### config.mk
export PLATFORM = sky130hd
export DESIGN_NAME = fixp_mac_sequencer
export DESIGN_NICKNAME = d
export VERILOG_FILES = /design/src/rtl/fixp_mac_sequencer.sv
export SDC_FILE = /design/constraint.sdc
export NUM_CORES = 1
export LEC_CHECK = 0
export CAP_MARGIN = 20
export CORE_ASPECT_RATIO = 0.7
export CORE_MARGIN = 5
export CORE_UTILIZATION = 35
export DETAILED_ROUTE_END_ITERATION = 12
export HOLD_SLACK_MARGIN = 0.15
export PLACE_DENSITY = 0.64
export SETUP_SLACK_MARGIN = 0.1
export SYNTH_ARGS = -nofsm -noshare
export SYNTH_HDL_FRONTEND = slang
export SYNTH_SLANG_ARGS = --single-unit
### constraint.sdc
create_clock -name clk -period 5.4 [get_ports clk]
set_input_delay 0.81 -clock clk [delete_from_list [all_inputs] [get_ports clk]]
set_output_delay 0.81 -clock clk [all_outputs]
set_load 0.01 [all_outputs]
### src/rtl/fixp_mac_sequencer.sv
// Dot-product sequencer around an external pipelined signed multiplier.
// Issues len operand pairs, accumulates products at full precision, emits one rescaled, saturated result.
module fixp_mac_sequencer #(
   parameter int WIDTH       = 32,
   parameter int POINT_WIDTH = 16,
   parameter int MUL_LATENCY = 4,
   parameter int LEN_WIDTH   = 10
) (
   input  logic                   clk,
   input  logic                   rst_n,
   input  logic                   start,
   input  logic [LEN_WIDTH-1:0]   len,
   output logic                   busy,
   input  logic                   in_valid,
   output logic                   in_ready,
   input  logic [WIDTH-1:0]       in_a,
   input  logic [WIDTH-1:0]       in_b,
   output logic [WIDTH-1:0]       mul_a,
   output logic [WIDTH-1:0]       mul_b,
   input  logic [2*WIDTH-1:0]     mul_p,
   output logic                   out_valid,
   output logic [WIDTH-1:0]       out_data,
   output logic                   out_sat
);

   localparam int ACC_W = 2*WIDTH + LEN_WIDTH;

   localparam logic signed [ACC_W-1:0] C_MAX =
      {{(ACC_W-WIDTH+1){1'b0}}, {(WIDTH-1){1'b1}}};
   localparam logic signed [ACC_W-1:0] C_MIN =
      {{(ACC_W-WIDTH+1){1'b1}}, {(WIDTH-1){1'b0}}};

   typedef enum logic [1:0] {
      S_IDLE,
      S_ISSUE,
      S_DRAIN,
      S_DONE
   } state_t;

   state_t                    r_state;
   state_t                    w_next;
   logic [LEN_WIDTH-1:0]      r_len;
   logic [LEN_WIDTH-1:0]      r_cnt;
   logic [MUL_LATENCY-1:0]    r_vpipe;
   logic [MUL_LATENCY-1:0]    w_vpipe_next;
   logic signed [ACC_W-1:0]   r_acc;
   logic signed [ACC_W-1:0]   w_p_ext;
   logic signed [ACC_W-1:0]   w_shift;
   logic [WIDTH-1:0]          w_res;
   logic                      w_sat;
   logic                      w_accept;
   logic                      w_last;
   logic                      w_start_cmd;
   logic                      w_drained;

   assign in_ready    = (r_state == S_ISSUE) && (r_cnt < r_len);
   assign w_accept    = in_valid && in_ready;
   assign w_last      = (r_cnt + LEN_WIDTH'(1)) == r_len;
   assign w_start_cmd = (r_state == S_IDLE) && start;
   assign w_drained   = (r_state == S_DRAIN) && (r_vpipe == '0);
   assign busy        = (r_state != S_IDLE);
   assign out_valid   = (r_state == S_DONE);

   assign w_p_ext = {{LEN_WIDTH{mul_p[2*WIDTH-1]}}, mul_p};
   assign w_shift = r_acc >>> POINT_WIDTH;

   // The valid pipeline mirrors the multiplier depth so bubbles stay aligned with products.
   always_comb begin
      w_vpipe_next    = r_vpipe << 1;
      w_vpipe_next[0] = w_accept;
   end

   always_comb begin
      // NOTE: every output of a combinational block gets a default first, otherwise a latch is inferred.
      w_res = w_shift[WIDTH-1:0];
      w_sat = 1'b0;
      if (w_shift > C_MAX) begin
         w_res = C_MAX[WIDTH-1:0];
         w_sat = 1'b1;
      end else if (w_shift < C_MIN) begin
         w_res = C_MIN[WIDTH-1:0];
         w_sat = 1'b1;
      end
   end

   always_ff @(posedge clk or negedge rst_n) begin
      // NOTE: sequential state uses non-blocking assignments so every register samples pre-edge values.
      if (!rst_n) r_state <= S_IDLE;
      else        r_state <= w_next;
   end

   always_comb begin
      w_next = r_state;
      case (r_state)
         S_IDLE: begin
            if (start) w_next = (len == '0) ? S_DONE : S_ISSUE;
         end
         S_ISSUE: begin
            if (w_accept && w_last) w_next = S_DRAIN;
         end
         S_DRAIN: begin
            if (r_vpipe == '0) w_next = S_DONE;
         end
         S_DONE: begin
            w_next = S_IDLE;
         end
         default: w_next = S_IDLE;
      endcase
   end

   always_ff @(posedge clk or negedge rst_n) begin
      // NOTE: the valid pipeline is reset so in-flight products are discarded on reset.
      if (!rst_n) begin
         r_len    <= '0;
         r_cnt    <= '0;
         r_vpipe  <= '0;
         r_acc    <= '0;
         mul_a    <= '0;
         mul_b    <= '0;
         out_data <= '0;
         out_sat  <= 1'b0;
      end else begin
         r_vpipe <= w_vpipe_next;

         if (w_start_cmd) begin
            r_len <= len;
            r_cnt <= '0;
            r_acc <= '0;
         end else if (r_vpipe[MUL_LATENCY-1]) begin
            r_acc <= r_acc + w_p_ext;
         end

         if (w_accept) begin
            mul_a <= in_a;
            mul_b <= in_b;
            r_cnt <= r_cnt + LEN_WIDTH'(1);
         end

         // Result registers only move on the edge that raises out_valid.
         if (w_start_cmd && (len == '0)) begin
            out_data <= '0;
            out_sat  <= 1'b0;
         end else if (w_drained) begin
            out_data <= w_res;
            out_sat  <= w_sat;
         end
      end
   end

endmodule

==> results of run 1 <==
## registers in the layout, indices dropped and copies added (netlist names)
| signal | flops |
|---|---|
| out_sat | 1 |
| mul_b | 32 |
| r_vpipe | 4 |
| r_len | 10 |
| out_data | 32 |
| r_state | 2 |
| mul_a | 32 |
| r_cnt | 10 |
| r_acc | 74 |
## cell type report
class                   instances  area [µm²]
repair buffers                250        2516
multi-input cells            1113        7512
clock buffers                  17       425.4
fillers                      3433       19750
flip-flops and latches        197        4933
well taps                     480       600.6
clock inverters                15       191.4
inverters                      36       135.1
## Yosys cell counts (26+ instances only)
cell type / n
dfrtp_1: 197
a21oi_1: 129
a21o_1: 47
nor2_1: 110
ha_1: 89
xor2_1: 28
mux2i_1: 51
nand2_1: 160
nand3_1: 26
o21ai_0: 109
xnor2_1: 42
mux2_2: 64
inv_1: 35
clkbuf_1: 58
## where the power goes
part / internal (mW) / switching [mW]
Combinational: 2.31 / 2.64
Clock: 0.638 / 0.709
Sequential: 2.12 / 0.444
## per-layer routing
| layer | vias to the layer above | track usage, % | routed length, µm |
|---|---|---|---|
| li1 | 5505 | - | - |
| met1 | 5548 | 28.45 | 19230 |
| met2 | 383 | 27.88 | 17120 |
| met3 | 48 | 4.876 | 2914 |
| met4 | 2 | 4.414 | 694 |
| met5 | - | 0 | 12 |
## through the flow
step / hold slack (ns) / utilization (%) / instances / area [µm²] / worst slack (ns)
floorplan: 0.3540 / - / 1417 / 12840 / 1.796
global placement: 0.3597 / 43.45 / 2075 / 15670 / 0.9783
detailed placement: 0.3663 / 43.45 / 2075 / 15670 / 0.9279
CTS: 0.3871 / 45.16 / 2107 / 16290 / 1.380
global route: 0.3941 / 45.23 / 2108 / 16310 / 1.164
finish: 0.3895 / 45.23 / 2108 / 16310 / 1.269
## cells by family after synthesis
family / Yosys count / synth area share, %
simple gates: 427 / 15.30
compound gates: 411 / 19.90
flops: 197 / 38.39
mux: 115 / 9.589
buf+inv: 107 / 3.216
fa+ha+maj: 90 / 8.829
xor+xnor: 70 / 4.775
## final timing paths
check	start	endpoint	slack, ns	cells past startpoint
worst max-delay path	mul_p[1]	r_acc[61]	1.27	12
worst min-delay path	r_vpipe[0]	r_vpipe[1]	0.39	0
worst max register to register	r_acc[1]	r_acc[61]	1.68	11
worst min register to register	r_vpipe[0]	r_vpipe[1]	0.39	0
max in group asynchronous	rst_n	r_vpipe[3]	3.85	2
min in group asynchronous	rst_n	out_data[26]	0.47	1
==> results.tsv, run 1 <==
metric	value	unit
vdd_ir_drop_max	0.2769	mV
clock-sinks	197	
cp_slowest_cell	a311oi_1	
tns	0	ns
overflow	0	
yosys_warnings	0	
critPathKind	input port to flip-flop	
clkTransAtPathRegs	0.08	ns
synth_top_area_share	38.39	%
maxCapViolCount	0	
start_kind	input port	
syn_nets	1649	
status	complete, no violations	
area_growth_syn_to_layout	27.06	%
dieArea	40680	µm²
setup_viol	0	
synth_top_area_cell	dfrtp_1	
track_usage	19.10	%
critPathBufInv	1	
drc_errors	0	
ys_top_cells_by_area	dfrtp_1 38%, ha_1 8.7%, mux2_2 5.6%, a21oi_1 5.0%, nand2_1 4.7%	
period_share	76.50	%
post-cts-setup-buffer-count	0	
cts_resized	0	
power_density	543.1	nW/µm²
critical_path.max_fanout	4	
drt-vias-per-instance	5.449	
core-area	36070	µm²
grt_pass1_vias	11120	
critPathCaptureType	flip-flop	
antenna_found_initial	1	
path_cells	clkdlybuf4s50_1 > ha_1 > a21o_1 > and4_1 > or2_2 > a31oi_2 > o21ai_1 > a311oi_1 > nor2_1 > a41oi_2 > o21ai_0 > a211oi_1	
slowest_delay	0.69	ns
synthCells	1417	
fin_skew	0.01404	ns
clockBufferDepth	2	
ctsHtreeMaxLevel	4	
p_leak	7.123	nW
slew_viol_final	0	
power	8.860	mW
ys_seq_elements	197	
fin_crit	4.131	ns
place_hpwl	29960	µm
pin_count	242	
grt_pass1_wl	62510	µm
rows	58	
ant_nets	0	
cp.required	5.76	ns
synthesis.area	12840	µm²
synth_flop_cell	dfrtp_1	
cts-buffers-inserted	17	
synth.distinct_cells	70	
cpLargestDelayFamily	compound AO/OA/AOI/OAI gates	
final-hold-violation-count	0	
via_count	11490	
max_freq	242.1	MHz
initial_core_util	35.60	%
layout_commonest_cell	clkdlybuf4s50_1	
first_pass_iters	6	
cts-root-buf	clkbuf_16	
grt_max_degree	107	
drive_gt1_share	7.801	%
critPathArrivalTime	4.49	ns
holdBufCountCts	0	
clock_latency	0.46	ns
drt_iter0_markers	1036	
yosysSeqAreaShare	38.39	%
globalplace.congestion	0.9472	
synth-edff-count	0	
layout_common_cells	240 x clkdlybuf4s50_1, 196 x dfrtp_1, 160 x nand2_1	
rsz0062_at_grt	false	
wl	39970	µm
avgSynthCellArea	9.061	µm²
die_h	170.3	µm
diodes	0	
cts_tree	yes	
slew_headroom	27.02	%
synth-async-reset-ratio	100.0	%
wire_per_inst	18.96	µm
tightest_slew	1.095	ns
fin_nets	1847	
hold_path.class	flip-flop to flip-flop	
port_buffers	241	
die_width	238.9	µm
Power figures use the tool's default switching activity.
==> inputs of run 2 (changes only) <==
Settings changed: PLACE_DENSITY 0.64 to 0.67.
Clock period 5.4 ns to 3.4 ns, I/O delays scaled along.
==> run 2 against run 1 <==
  * First-iteration DRC count shrank 11%
  * Cell count is 10% higher
  * Clock skew is 0.0068 ns higher
  * Largest cell class unchanged
  * Largest power group unchanged
==> results.tsv, run 2 (synthesis gave the netlist of run 1 again) <==
metric	value	unit	change
critical_path.max_fanout	4		unchanged
fin_skew	0.02083	ns	was 0.01404 ns
top_register	r_acc		unchanged
grt_pass1_vias	12610		was 11,120
hold_path.class	flip-flop to flip-flop		unchanged
globalplace.congestion	0.9655		was 0.9472
rsz0062_at_grt	true		was false
instances_no_fill	2328		was 2,108
ctsHtreeMaxLevel	4		unchanged
vdd_ir_drop_max	0.4224	mV	was 0.2769 mV
power_density	858.8	nW/µm²	was 543.1 nW/µm²
fin_nets	2067		was 1,847
via_count	12450		was 11,490
slew_viol_final	0		unchanged
path_cells	clkdlybuf4s50_1 > ha_4 > nand2_2 > nor2_2 > a32oi_2 > buf_4 > or4b_4 > a21oi_4 > o2111ai_4 > a2111oi_4 > or3_1 > xnor2_1 > o22ai_1		was clkdlybuf4s50_1 > ha_1 > a21o_1 > and4_1 > or2_2 > a31oi_2 > o21ai_1 > a311oi_1 > nor2_1 > a41oi_2 > o21ai_0 > a211oi_1
cts_tree	yes		unchanged
core-area	36070	µm²	unchanged
pin_count	242		unchanged
critPathCaptureType	flip-flop		unchanged
start_kind	input port		unchanged
period_share	94.83	%	
initial_core_util	35.60	%	unchanged
slew_headroom	40.19	%	was 27.02%
cts-root-buf	clkbuf_16		unchanged
layout_commonest_cell	clkdlybuf4s50_1		unchanged
slowest_delay	0.58	ns	was 0.69 ns
wl	43830	µm	was 39,970 µm
track_usage	21.16	%	was 19.10%
tns	0	ns	unchanged
port_buffers	241		unchanged
place_ws	-0.5095	ns	was 0.9279 ns
clkTransAtPathRegs	0.08	ns	about the same
fin_ws	0.1758	ns	was 1.269 ns
p_leak	8.305	nW	was 7.123 nW
tightest_slew	0.8916	ns	was 1.095 ns
clock-sinks	197		unchanged
drc_errors	0		unchanged
status	complete, no violations		unchanged
ant_nets	0		unchanged
critPathKind	input port to flip-flop		unchanged
cp.required	3.70	ns	was 5.76 ns
place_hpwl	33280	µm	was 29,960 µm
rows	58		unchanged
grt_pass1_wl	69580	µm	was 62,510 µm
final-hold-violation-count	0		unchanged
cp_slowest_cell	or4b_4		was a311oi_1
wire_per_inst	18.83	µm	was 18.96 µm
power	15.78	mW	was 8.860 mW
drive_gt1_share	21.05	%	was 7.801%
dp.cells	2285		was 2,075
drt_iter0_markers	919		was 1,036
first_pass_iters	6		unchanged
antenna_found_initial	1		unchanged
overflow	0		unchanged
maxCapViolCount	0		unchanged
largest_reg_flops	74		unchanged
die_width	238.9	µm	unchanged
area_growth_syn_to_layout	43.09	%	was 27.06%
cts-buffers-inserted	17		unchanged
clockBufferDepth	2		unchanged
drt-vias-per-instance	5.348		was 5.449
layout_common_cells	231 x clkdlybuf4s50_1, 224 x buf_4, 196 x dfrtp_1		was 240 x clkdlybuf4s50_1, 196 x dfrtp_1, 160 x nand2_1
max_freq	310.2	MHz	
clock_latency	0.46	ns	about the same
setup_viol	0		unchanged
critPathArrivalTime	3.53	ns	was 4.49 ns
grt_max_degree	82		was 107
dieArea	40680	µm²	unchanged
diodes	0		unchanged
die_h	170.3	µm	unchanged
fin_crit	3.224	ns	
fin_util	50.94	%	was 45.23%
==> run 2: cell count changes in the layout (fill, tap and decap cells not counted), moves of 4 or more <==
| cell | change |
|---|---|
| buf_4 | +217 |
| ha_1 | -13 |
| ha_4 | +10 |
| clkdlybuf4s50_1 | -9 |
| dlymetal6s2s_1 | +8 |
| o21ai_0 | -7 |
| a21oi_1 | -4 |
| o21ai_2 | +4 |
==> run 2: cell type report <==
type / count / area, µm²
Clock buffer: 17 / 425.4
Multi-Input combinational cell: 1113 / 7854
Tap cell: 480 / 600.6
Timing Repair Buffer: 470 / 4207
Clock inverter: 15 / 217.7
Inverter: 36 / 135.1
Fill cell: 3283 / 17690
Sequential cell: 197 / 4933
==> run 2: worst paths after layout <==
| path | start | slack (ns) | end | depth (start not counted) |
|---|---|---|---|---|
| max in group asynchronous | rst_n | 1.92 | out_data[19] | 3 |
| max | mul_p[8] | 0.18 | r_acc[62] | 13 |
| max reg2reg | r_acc[0] | 0.18 | r_acc[62] | 13 |
| min | r_vpipe[1] | 0.38 | r_vpipe[2] | 0 |
| min reg2reg | r_vpipe[1] | 0.38 | r_vpipe[2] | 0 |
| min in group asynchronous | rst_n | 0.61 | r_len[5] | 2 |
==> run 2: routing by layer <==
| layer | GRT usage, % | wire (µm) |
|---|---|---|
| met1 | 31.14 | 20850 |
| met4 | 4.042 | 471 |
| met5 | 0 | 20 |
| met3 | 5.702 | 3310 |
| met2 | 31.55 | 19170 |
==> run 2: repair_timing <==
action                     in CTS  in global routing
pin swaps                       5                 36
hold buffers                    1                  0
hold endpoints to repair       53                  0
gates resized for setup         8                 62
setup buffers                   1                  9
setup endpoints to repair       8                 31
==> run 2: power by group <==
| part | internal, mW | total (mW) | leakage (nW) | switching (mW) |
|---|---|---|---|---|
| sequential | 3.37 | 4.15 | 2.37 | 0.785 |
| clock | 1.09 | 2.24 | 0.312 | 1.15 |
| combinational | 4.75 | 9.38 | 5.62 | 4.63 |
==> run 2: through the flow <==
stage	hold WS, ns	cell area [µm²]
floorplan	0.2144	12840
global placement	0.3614	17290
detailed placement	0.3641	17290
CTS	0.3796	17990
global route	0.3996	18370
finish	0.3777	18370
==> run 2: worst max-delay path: cells and delay by family <==
family | cells | cell delay, ns
xor+xnor | 1 | 0.12
buf+inv | 2 | 0.61
fa+ha+maj | 1 | 0.30
simple gates | 4 | 0.92
compound gates | 5 | 1.07
